`config.mk`:
```
export PLATFORM = sky130hd
export DESIGN_NAME = pls_cnt_mod
export DESIGN_NICKNAME = d
export VERILOG_FILES = /design/src/rtl/pls_cnt_mod.sv
export SDC_FILE = /design/constraint.sdc
export NUM_CORES = 1
export LEC_CHECK = 0
export BUFFER_PORTS_ARGS = -buffer_cell sky130_fd_sc_hd__buf_2
export CAP_MARGIN = 15
export CELL_PAD_IN_SITES_DETAIL_PLACEMENT = 0
export CELL_PAD_IN_SITES_GLOBAL_PLACEMENT = 1
export CORE_MARGIN = 4
export CORE_UTILIZATION = 27
export CTS_CLUSTER_DIAMETER = 60
export DETAILED_ROUTE_END_ITERATION = 7
export GPL_ROUTABILITY_DRIVEN = 0
export PLACE_DENSITY_LB_ADDON = 0.05
export SYNTH_ARGS = -nofsm -noshare
export SYNTH_HDL_FRONTEND = slang
export SYNTH_SLANG_ARGS = --single-unit
```
`constraint.sdc`:
```
create_clock -name clk -period 2 [get_ports clk]
set_input_delay 0.1 -clock clk [delete_from_list [all_inputs] [get_ports clk]]
set_output_delay 0.1 -clock clk [all_outputs]
set_load 0.02 [all_outputs]
```
`src/rtl/pls_cnt_mod.sv`:
```
// Parametrised modulo-MOD pulse counter with synchronised pulse/clear inputs,
// synchronous load, up/down counting, a duty-threshold output and a wrap carry.
// Stages cascade by feeding carry or plso into the next stage's plsi.
module pls_cnt_mod #(
    parameter int MOD  = 100,
    parameter int W    = 7,
    parameter int EDGE = 0,
    parameter int DUTY = 50
) (
    input  logic         clk,
    input  logic         rst,
    input  logic         clr,
    input  logic         plsi,
    input  logic         en,
    input  logic         dir,
    input  logic         ld,
    input  logic [W-1:0] ld_val,
    output logic [W-1:0] qout,
    output logic         plso,
    output logic         carry
);

    localparam logic [W-1:0] MAXV  = W'(MOD - 1);
    localparam logic [W-1:0] DUTYV = W'(DUTY);

    logic         cl0;
    logic         cl1;
    logic         pl0;
    logic         pl1;
    logic         clr_edge;
    logic         pls_edge;
    logic [W-1:0] q_nxt;
    logic         carry_nxt;

    assign clr_edge = cl0 & ~cl1;
    assign pls_edge = (EDGE == 0) ? (pl1 & ~pl0) : (~pl1 & pl0);

    // Two-flop samplers; a clear reloads the pulse pair with plsi so no stale edge survives it
    always_ff @(posedge clk or negedge rst) begin
        if (!rst) begin
            cl0 <= 1'b0;
            cl1 <= 1'b0;
            pl0 <= 1'b0;
            pl1 <= 1'b0;
        end else begin
            cl0 <= clr;
            cl1 <= cl0;
            if (clr_edge) begin
                pl0 <= plsi;
                pl1 <= plsi;
            end else begin
                pl0 <= plsi;
                pl1 <= pl0;
            end
        end
    end

    // Next count and wrap flag: clear beats load, load beats a counted edge
    always_comb begin
        q_nxt     = qout;
        carry_nxt = 1'b0;
        if (clr_edge) begin
            q_nxt = '0;
        end else if (ld) begin
            q_nxt = (ld_val > MAXV) ? MAXV : ld_val;
        end else if (pls_edge && en) begin
            if (!dir) begin
                if (qout >= MAXV) begin
                    q_nxt     = '0;
                    carry_nxt = 1'b1;
                end else begin
                    q_nxt = qout + 1'b1;
                end
            end else begin
                if (qout == '0) begin
                    q_nxt     = MAXV;
                    carry_nxt = 1'b1;
                end else begin
                    q_nxt = qout - 1'b1;
                end
            end
        end
    end

    // Output registers; plso is derived from the next count so it always matches qout
    always_ff @(posedge clk or negedge rst) begin
        if (!rst) begin
            qout  <= '0;
            plso  <= 1'b0;
            carry <= 1'b0;
        end else begin
            qout  <= q_nxt;
            plso  <= (q_nxt >= DUTYV);
            carry <= carry_nxt;
        end
    end

endmodule
```
==> impl_results.md, run 1 <==
* Status: finished, final reports clean
* CTS clock-pin slew for the worst setup and hold paths at 0.06 ns
* CP endpoint kind: register
* Initial Utilization at 28.97%
* Worst rel slew slack at 74.64%
* Layout cell share with drive strength beyond 1 at 34.67%
* Number of flops mapped to enable cells by yosys at 0
* Leakage at 0.5917 nW
* Layout area overhead at 33.75%
* Max Fclk at 0.5212 GHz
* Worst r2r path cells at 7
* Share of the synthesized area in the top cell type at 32.62%
* # diodes at 0
* Worst reg-to-reg setup slack at 0.08 ns
* CP Data Required Time at 2.13 ns
* Vias in the first global route at 977
* Hold path cells at 2
* Hold Crit Class: primary input to register
* Setup Buffers After CTS at 0
* Yosys reg bits at 13
* DR iter-0 viols at 42
* Input/output buffers at 22
* Hold Startpoint: ld
* CTS H-tree lvls at 1
* WP depth at 7
* Post-synth top area cell: dfrtp_1
* Peak supply drop at 0.3586 mV
* Area after DPL at 1227 µm²
* Cell family with most CP delay: compound AO/OA/AOI/OAI gates
* Final Cycle Share at 95.94%
* Die width at 68.77 µm
* Crit-path max cell delay at 0.43 ns
* Count of pins over their slew limit at 0
* Initial antenna violation count at 0
* Final hold violation count at 0
* Setup ws final at 0.08130 ns
* YS warnings at 0
* Buf/Inv on CP at 0
* Routed WL per cell at 15.53 µm
* Crit-path slowest cell: dfrtp_1
* Post-synthesis sequential area ratio at 32.62%
* Row count at 21
* Post-route DRC at 0
* Dpl hpwl at 2382 µm
* Top FF cell, synth: dfrtp_1
* Nets at 168
* Vias per cell at 4.985
* Io pins at 23
* Ys async rst share at 100.0%
* CP Cell Sequence: ha_1 > nor2b_1 > a221o_1 > nand3_1 > a211oi_1 > nand4bb_1 > a41o_1
* Setup WS pre-CTS at 0.02898 ns
* RR Endpoint: plso
* Vias at 977
* Total power per unit cell area at 662.5 nW/µm²
* Total congestion overflow at 0
* Chip height at 68.77 µm
* Antenna viol nets, final at 0
* First-pass GRT wire length at 4912 µm
* Crit path arrival time at 2.05 ns
* Reg2reg start: qout[0]
* CP Launch Point: qout[0]
* Clock sinks at 13
* Area contributors post-synth: dfrtp_1, a21oi_1, ha_1
* Total CTS buffers at 3
* Worst skew pair latency at 0.24 ns
* Setup crit end: plso
* Slew @ Worst Pin at 0.3804 ns
* Largest net degree at the start of global routing at 18
* Final Critical Period at 1.919 ns
* Most common cell after layout, fill and taps aside: buf_2
* Final setup viols at 0
* CTS root buffer: clkbuf_8
* CP max FO at 5
* First-pass detailed-route iteration total at 4
* Final std cell area, no fill at 1334 µm²
* Avg Inst Size Synth at 8.747 µm²
* Distinct cells, synth at 43
* Max Root-Sink Buffers at 2
* Syn Std Cell Area at 997.2 µm²
* Most frequent cells in the layout: buf_2, buf_4, dfrtp_1, a21oi_1, nand2_1
* Post-Route Skew at 0.002167 ns
* Kind of critical path: register to register
* Syn nets at 131
* Max Cap Viol at 0
* Synth Instances at 114
* CTS tree: built
* CORE AREA at 3442 µm²
* Crit path launch type: register
* WL final at 3043 µm
* Die area at 4729 µm²
* All-layer global routing usage at 13.97%
==> state kept, by name (all words and copies together) (netlist names) <==
signal  count
carry       1
cl0         1
cl1         1
pl0         1
pl1         1
plso        1
qout        7
==> what timing repair did <==
action / CTS / global route
endpoints found under the hold margin: 15 / 0
hold buffers: 3 / 0
endpoints found under the setup margin: 1 / 2
resized for setup: 1 / 7
==> Yosys cell counts, drive strengths merged, types with 3 or more instances <==
| library cell | n |
|---|---|
| a21oi | 10 |
| nor3 | 5 |
| clkbuf | 4 |
| buf | 3 |
| inv | 4 |
| a211oi | 4 |
| nand2b | 4 |
| nor2b | 6 |
| nor2 | 5 |
| o21ai | 10 |
| nand2 | 9 |
| ha | 3 |
| dfrtp | 13 |
| a31oi | 3 |
| nand3 | 4 |
==> cells by family (layout without fill, tap and decap cells) <==
family / after synthesis / count (layout) / share of synthesized area, %
buffers and inverters: 11 / 47 / 5.770
AO/OA/AOI/OAI: 38 / 38 / 24.72
flip-flops: 13 / 13 / 32.62
AND/OR/NAND/NOR: 46 / 46 / 30.49
XOR/XNOR: 3 / 3 / 2.635
adder cells (fa/ha/maj): 3 / 3 / 3.765
==> worst min-delay path by stage <==
stage and to:
3_3_place_gp qout[3], 2_1_floorplan carry, 5_1_grt carry, 3_5_place_dp qout[3], 6_report carry, 4_1_cts carry
==> through the flow <==
step / hold slack [ns] / instances / power, W / setup TNS (ns) / utilization, %
after detailed placement: 0.02007 / 189 / 0.0006368 / 0 / 35.66
after global placement: 0.01088 / 189 / 0.0006395 / -0.01254 / 35.66
after floorplan: -0.1956 / 114 / 0.0005142 / 0 / -
after global routing: 0.1143 / 196 / 0.0009485 / -0.007880 / 38.75
after CTS: 0.09760 / 196 / 0.0008841 / 0 / 37.91
final: 0.1028 / 196 / 0.0008836 / 0 / 38.75
==> routing by layer <==
layer	vias up	part of all wire [%]	GRT usage, %
li1	495	-	-
met4	0	0.26	2.190
met5	-	0	0
met2	22	46	21.33
met3	2	5.4	2.917
met1	458	48	20.45
==> report_power, final <==
| group | total, W | switching [W] | leakage, nW | internal, W |
|---|---|---|---|---|
| clock | 0.000234 | 0.0000929 | 0.0228 | 0.000141 |
| combinational | 0.000321 | 0.000177 | 0.411 | 0.000145 |
| sequential | 0.000329 | 0.0000407 | 0.158 | 0.000288 |
==> cell type report <==
type,count,area [µm²]
Inverter,4,15.01
Multi-Input combinational cell,90,645.6
Clock buffer,4,45.04
Sequential cell,13,325.3
Timing Repair Buffer,39,245.2
Fill cell,366,2108
Tap cell,46,57.56
Note: power is estimated with default switching activity, not from simulation.
==> run 2: changes to the inputs <==
--- a/config.mk
+++ b/config.mk
@@ -14,6 +14,7 @@
 export CTS_CLUSTER_DIAMETER = 60
 export DETAILED_ROUTE_END_ITERATION = 7
 export GPL_ROUTABILITY_DRIVEN = 0
+export MAX_ROUTING_LAYER = met4
 export PLACE_DENSITY_LB_ADDON = 0.05
 export SYNTH_ARGS = -nofsm -noshare
 export SYNTH_HDL_FRONTEND = slang
==> run 2 against run 1 <==
Cell count is the same. Critical path depth is the same. Register-to-register slack is essentially flat. Die area is the same. Global-route usage grew 0.46 points. Core utilization is the same. Largest cell class unchanged.
==> impl_results.md, run 2 (synthesis results as in run 1) <==
* Worst rel slew slack at 74.37% (-0.27 points)
* Final Critical Period at 1.925 ns (+0.006395 ns)
* Peak supply drop at 0.3597 mV (+0.30%)
* Setup TNS at 0 ns (unchanged)
* Worst skew pair latency at 0.24 ns (about the same)
* CTS H-tree lvls at 1 (unchanged)
* Layout area overhead at 33.75% (unchanged)
* Initial Utilization at 28.97% (unchanged)
* Dpl hpwl at 2382 µm (unchanged)
* Sw Share at 35.21% (+0.079 points)
* CP Cell Sequence: ha_1 > nor2b_1 > a221o_1 > nand3_1 > a211oi_1 > nand4bb_1 > a41o_1
* Hold Crit Class: primary input to register
* Final setup viols at 0 (unchanged)
* Cell family with most CP delay: compound AO/OA/AOI/OAI gates
* First-pass detailed-route iteration total at 4 (unchanged)
* CP Data Required Time at 2.13 ns (about the same)
* Int Power at 0.0005732 W (about the same)
* Nets at 168 (unchanged)
* Crit-path max cell delay at 0.43 ns (about the same)
* Largest register FFs at 7 (unchanged)
* Buf/Inv on CP at 0 (unchanged)
* Layout cell share with drive strength beyond 1 at 34.67% (unchanged)
* Post-Route Skew at 0.001795 ns (-0.0003714 ns)
* Count of pins over their slew limit at 0 (unchanged)
* CTS tree: built
* First-pass GRT wire length at 4933 µm (+0.43%)
* GR Util met1 at 20.94% (+0.49 points)
* Max Root-Sink Buffers at 2 (unchanged)
* Status: finished, final reports clean
* Total CTS buffers at 3 (unchanged)
* Io pins at 23 (unchanged)
* Vias at 972 (-0.51%)
* Routed WL per cell at 15.59 µm (+0.39%)
* Total power per unit cell area at 663.3 nW/µm² (+0.12%)
* CTS clock-pin slew for the worst setup and hold paths at 0.06 ns (about the same)
* Comb power frac at 36.4% (about the same)
* Most common cell after layout, fill and taps aside: buf_2
* Input/output buffers at 22 (unchanged)
* CTS root buffer: clkbuf_8
* CP max FO at 5 (unchanged)
* All-layer global routing usage at 14.42% (+0.46 points)
* Antenna viol nets, final at 0 (unchanged)
* Clock power frac at 26.4% (about the same)
* WL final at 3055 µm (+0.39%)
* Chip height at 68.77 µm (unchanged)
* Largest Register: qout
* CORE AREA at 3442 µm² (unchanged)
* Max Fclk at 0.5195 GHz (-0.33%)
* Clock sinks at 13 (unchanged)
* CP endpoint kind: register
* Vias in the first global route at 972 (-0.51%)
* Final hold violation count at 0 (unchanged)
* Die width at 68.77 µm (unchanged)
* Design Power at 0.0008847 W (+0.12%)
* Slew @ Worst Pin at 0.3845 ns (+0.004111 ns)
* Leakage at 0.5917 nW (unchanged)
* Most frequent cells in the layout: buf_2, buf_4, dfrtp_1, a21oi_1, nand2_1
* Post-route DRC at 0 (unchanged)
* Sequential Power Share at 37.2% (about the same)
* Crit-path slowest cell: dfrtp_1
* Final Cycle Share at 96.25% (+0.32 points)
* Largest net degree at the start of global routing at 18 (unchanged)
* Kind of critical path: register to register
* # diodes at 0 (unchanged)
* Vias per cell at 4.959 (-0.51%)
* Max Cap Viol at 0 (unchanged)
* Grt met2 use at 21.22% (-0.12 points)
* Die area at 4729 µm² (unchanged)
* DR iter-0 viols at 36 (-14%)
* Row count at 21 (unchanged)
* GRT busiest layer: met2
* GR Layer Usage met3 at 2.593% (-0.32 points)
* Crit path arrival time at 2.05 ns (about the same)
* Initial antenna violation count at 0 (unchanged)
* Total congestion overflow at 0 (unchanged)
* Crit path launch type: register
* Switching power at 0.0003115 W (+0.34%)
-- run 2: path summary, 6_finish.rpt --
check,cells past startpoint,slack [ns],endpoint,start
max reg2reg,7,0.07,plso,qout[0]
max,7,0.07,plso,qout[0]
min reg2reg,0,0.40,cl1,cl0
min,2,0.10,carry,ld
max in group asynchronous,2,1.49,qout[5],rst
min in group asynchronous,2,0.28,qout[3],rst
-- run 2: cell type report --
type	instances	area, µm²
clock buffer	4	45.04
multi-input combinational	90	645.6
fill	366	2108
inverter	4	15.01
sequential	13	325.3
timing repair buffer	39	245.2
tap	46	57.56
-- run 2: power groups by stage --
stage	clock network (W)	logic [W]	registers [W]
finish	0.000234	0.000322	0.000329
global route	0.000260	0.000355	0.000334
CTS	0.000244	0.000313	0.000327
detailed placement	0	0.000306	0.000331
global placement	0	0.000310	0.000329
floorplan	0	0.000171	0.000343
-- run 2: per-stage QoR --
step	cells	util (%)	worst slack (ns)	hold WS [ns]	cell area, µm²
global placement	189	35.66	-0.01254	0.01088	1227
global route	196	38.75	-0.007880	0.1259	1334
finish	196	38.75	0.07490	0.1015	1334
CTS	196	37.91	0.0003291	0.09760	1305
floorplan	114	-	0.09375	-0.1956	997.2
detailed placement	189	35.66	0.02898	0.02007	1227
-- run 2: metal layers --
metal | part of all wire (%) | vias to the layer above
li1 | - | 493
met1 | 50 | 462
met2 | 46 | 15
met3 | 3.8 | 2
met4 | 0.26 | 0
met5 | 0 | -
-- run 2: repair_timing --
item	in CTS	in global routing
hold buffers	3	0
setup buffers	0	0
hold endpoints to repair	15	0
setup endpoints to repair	1	2
resized for setup	1	7
==> run 3: changes to the inputs <==
==> constraint.sdc (replaced) <==
create_clock -name clk -period 2.1 [get_ports clk]
set_input_delay 0.105 -clock clk [delete_from_list [all_inputs] [get_ports clk]]
set_output_delay 0.105 -clock clk [all_outputs]
set_load 0.02 [all_outputs]
==> run 3 against run 2 <==
Count of clock-buffer cells in the layout did not move. Largest cell class unchanged. Sequential share of layout area rose by 1.6 points. Setup slack improved by 0.054 ns. Non-clock buffer count fell by 8.
==> impl_results.md, run 3 (synthesis results as in run 1) <==
* Final setup viols at 0 (unchanged)
* Crit path arrival time at 2.10 ns (+0.05 ns)
* Count of pins over their slew limit at 0 (unchanged)
* Total congestion overflow at 0 (unchanged)
* Post-route DRC at 0 (unchanged)
* DR iter-0 viols at 35 (-2.8%)
* Layout cell share with drive strength beyond 1 at 29.58% (-5.1 points)
* Hold Startpoint: ld
* Setup TNS at 0 ns (unchanged)
* Kind of critical path: register to register
* Met3 WL at 109 µm (-6.8%)
* Post-Route Skew at 0.004043 ns (+0.002247 ns)
* Hold Crit Class: primary input to register
* Vias per cell at 4.973 (+0.29%)
* Reg2reg start: qout[2]
* Total CTS buffers at 3 (unchanged)
* Dpl hpwl at 2260 µm (-5.1%)
* # diodes at 0 (unchanged)
* Routed WL per cell at 15.21 µm (-2.4%)
* Final Cycle Share at 93.85% (-2.4 points)
* Area after DPL at 1167 µm² (-4.9%)
* Slew @ Worst Pin at 0.4257 ns (+0.04124 ns)
* Max Root-Sink Buffers at 2 (unchanged)
* Placed Cells at 181 (-4.2%)
* Vias in the first global route at 1,018 (+4.7%)
* Max Cap Viol at 0 (unchanged)
* Clock sinks at 13 (unchanged)
* Status: finished, final reports clean
* Met2 routed WL at 1395 µm (-0.57%)
* Largest net degree at the start of global routing at 18 (unchanged)
* Chip height at 68.77 µm (unchanged)
* Vias at 935 (-3.8%)
* Largest Register: qout
* Finished Layout Cells at 188 (-4.1%)
* CTS clock-pin slew for the worst setup and hold paths at 0.06 ns (about the same)
* Row count at 21 (unchanged)
* WL met1 at 1347 µm (-12%)
* CTS H-tree lvls at 1 (unchanged)
* CP Data Required Time at 2.23 ns (+0.10 ns)
* Final hold violation count at 0 (unchanged)
* CORE AREA at 3442 µm² (unchanged)
* Max Fclk at 0.5074 GHz (-2.3%)
* Total power per unit cell area at 645.7 nW/µm² (-2.7%)
* Antenna viol nets, final at 0 (unchanged)
* Layout area overhead at 26.22%
* Crit path launch type: register
* Most common cell after layout, fill and taps aside: buf_2
* Initial antenna violation count at 0 (unchanged)
* Input/output buffers at 22 (unchanged)
* Die width at 68.77 µm (unchanged)
* Nets at 160 (-4.8%)
* CTS root buffer: clkbuf_8
* Peak supply drop at 0.2688 mV (-25%)
* Io pins at 23 (unchanged)
* Initial Utilization at 28.97% (unchanged)
* Uppermost layer routed: met4
* Worst rel slew slack at 71.62% (-2.7 points)
* CP max FO at 9 (+4)
* Die area at 4729 µm² (unchanged)
* Largest register FFs at 7 (unchanged)
* All-layer global routing usage at 13.92% (-0.51 points)
* WL final at 2860 µm (-6.4%)
* CP Launch Point: qout[2]
* Final std cell area, no fill at 1259 µm² (-5.6%)
* Final Critical Period at 1.971 ns (+0.04576 ns)
* CP endpoint kind: register
* Worst skew pair latency at 0.24 ns (about the same)
* First-pass detailed-route iteration total at 4 (unchanged)
* First-pass GRT wire length at 4740 µm (-3.9%)
* Leakage at 0.5500 nW (-7.1%)
* CTS tree: built
* Most frequent cells in the layout: buf_2, dfrtp_1, a21oi_1, nand2_1, buf_4
run 3: what timing repair did:
item | in CTS | in global routing
gates resized for setup | 0 | 5
hold buffers | 3 | 0
hold endpoints to repair | 15 | 0
setup buffers | 0 | 0
endpoints found under the setup margin | 0 | 2
run 3: final cells by class:
cell class	instances	area, µm²
clock buffers	4	45.04
fillers	370	2183
inverters	4	15.01
multi-input cells	90	629.4
flip-flops and latches	13	326.6
well taps	46	57.56
repair buffers	31	185.2
run 3: routing by layer:
| layer | GRT usage (%) | vias to the layer above |
|---|---|---|
| li1 | - | 479 |
| met1 | 17.16 | 438 |
| met2 | 22.65 | 16 |
| met3 | 3.728 | 2 |
| met4 | 3.406 | 0 |
| met5 | - | - |
run 3: report_power, final:
group	leakage, nW	switching (W)	total [W]	internal [W]
clock	0.0228	0.0000920	0.000226	0.000134
combinational	0.370	0.000153	0.000269	0.000116
sequential	0.157	0.0000435	0.000318	0.000275
run 3: worst paths after layout:
path                            endpoint  slack (ns)  depth (start not counted)
worst max-delay path                plso        0.13                          6
min in group asynchronous        qout[2]        0.28                          2
max in group asynchronous        qout[1]        1.56                          2
worst min register to register       cl1        0.40                          0
worst max register to register      plso        0.13                          6
worst min-delay path               carry        0.12                          2
run 3: worst max-delay path: stages, from the launching register on:
cell	delay [ns]
dfrtp_1	0.53
or4b_4	0.59
o21ai_2	0.09
nor3_1	0.06
o21ai_1	0.18
nand4bb_1	0.14
a41o_1	0.26
run 3: through the flow:
stage / utilization [%] / setup slack, ns / hold slack (ns) / total power [W]
after floorplan: - / 0.1937 / -0.1906 / 0.0004897
after global placement: 33.91 / 0.0004667 / 0.01673 / 0.0005885
after detailed placement: 33.91 / 0.02803 / 0.02036 / 0.0005812
after CTS: 36.10 / 0.01181 / 0.1134 / 0.0008192
after global routing: 36.57 / -0.001182 / 0.1219 / 0.0008686
final: 36.57 / 0.1291 / 0.1164 / 0.0008128
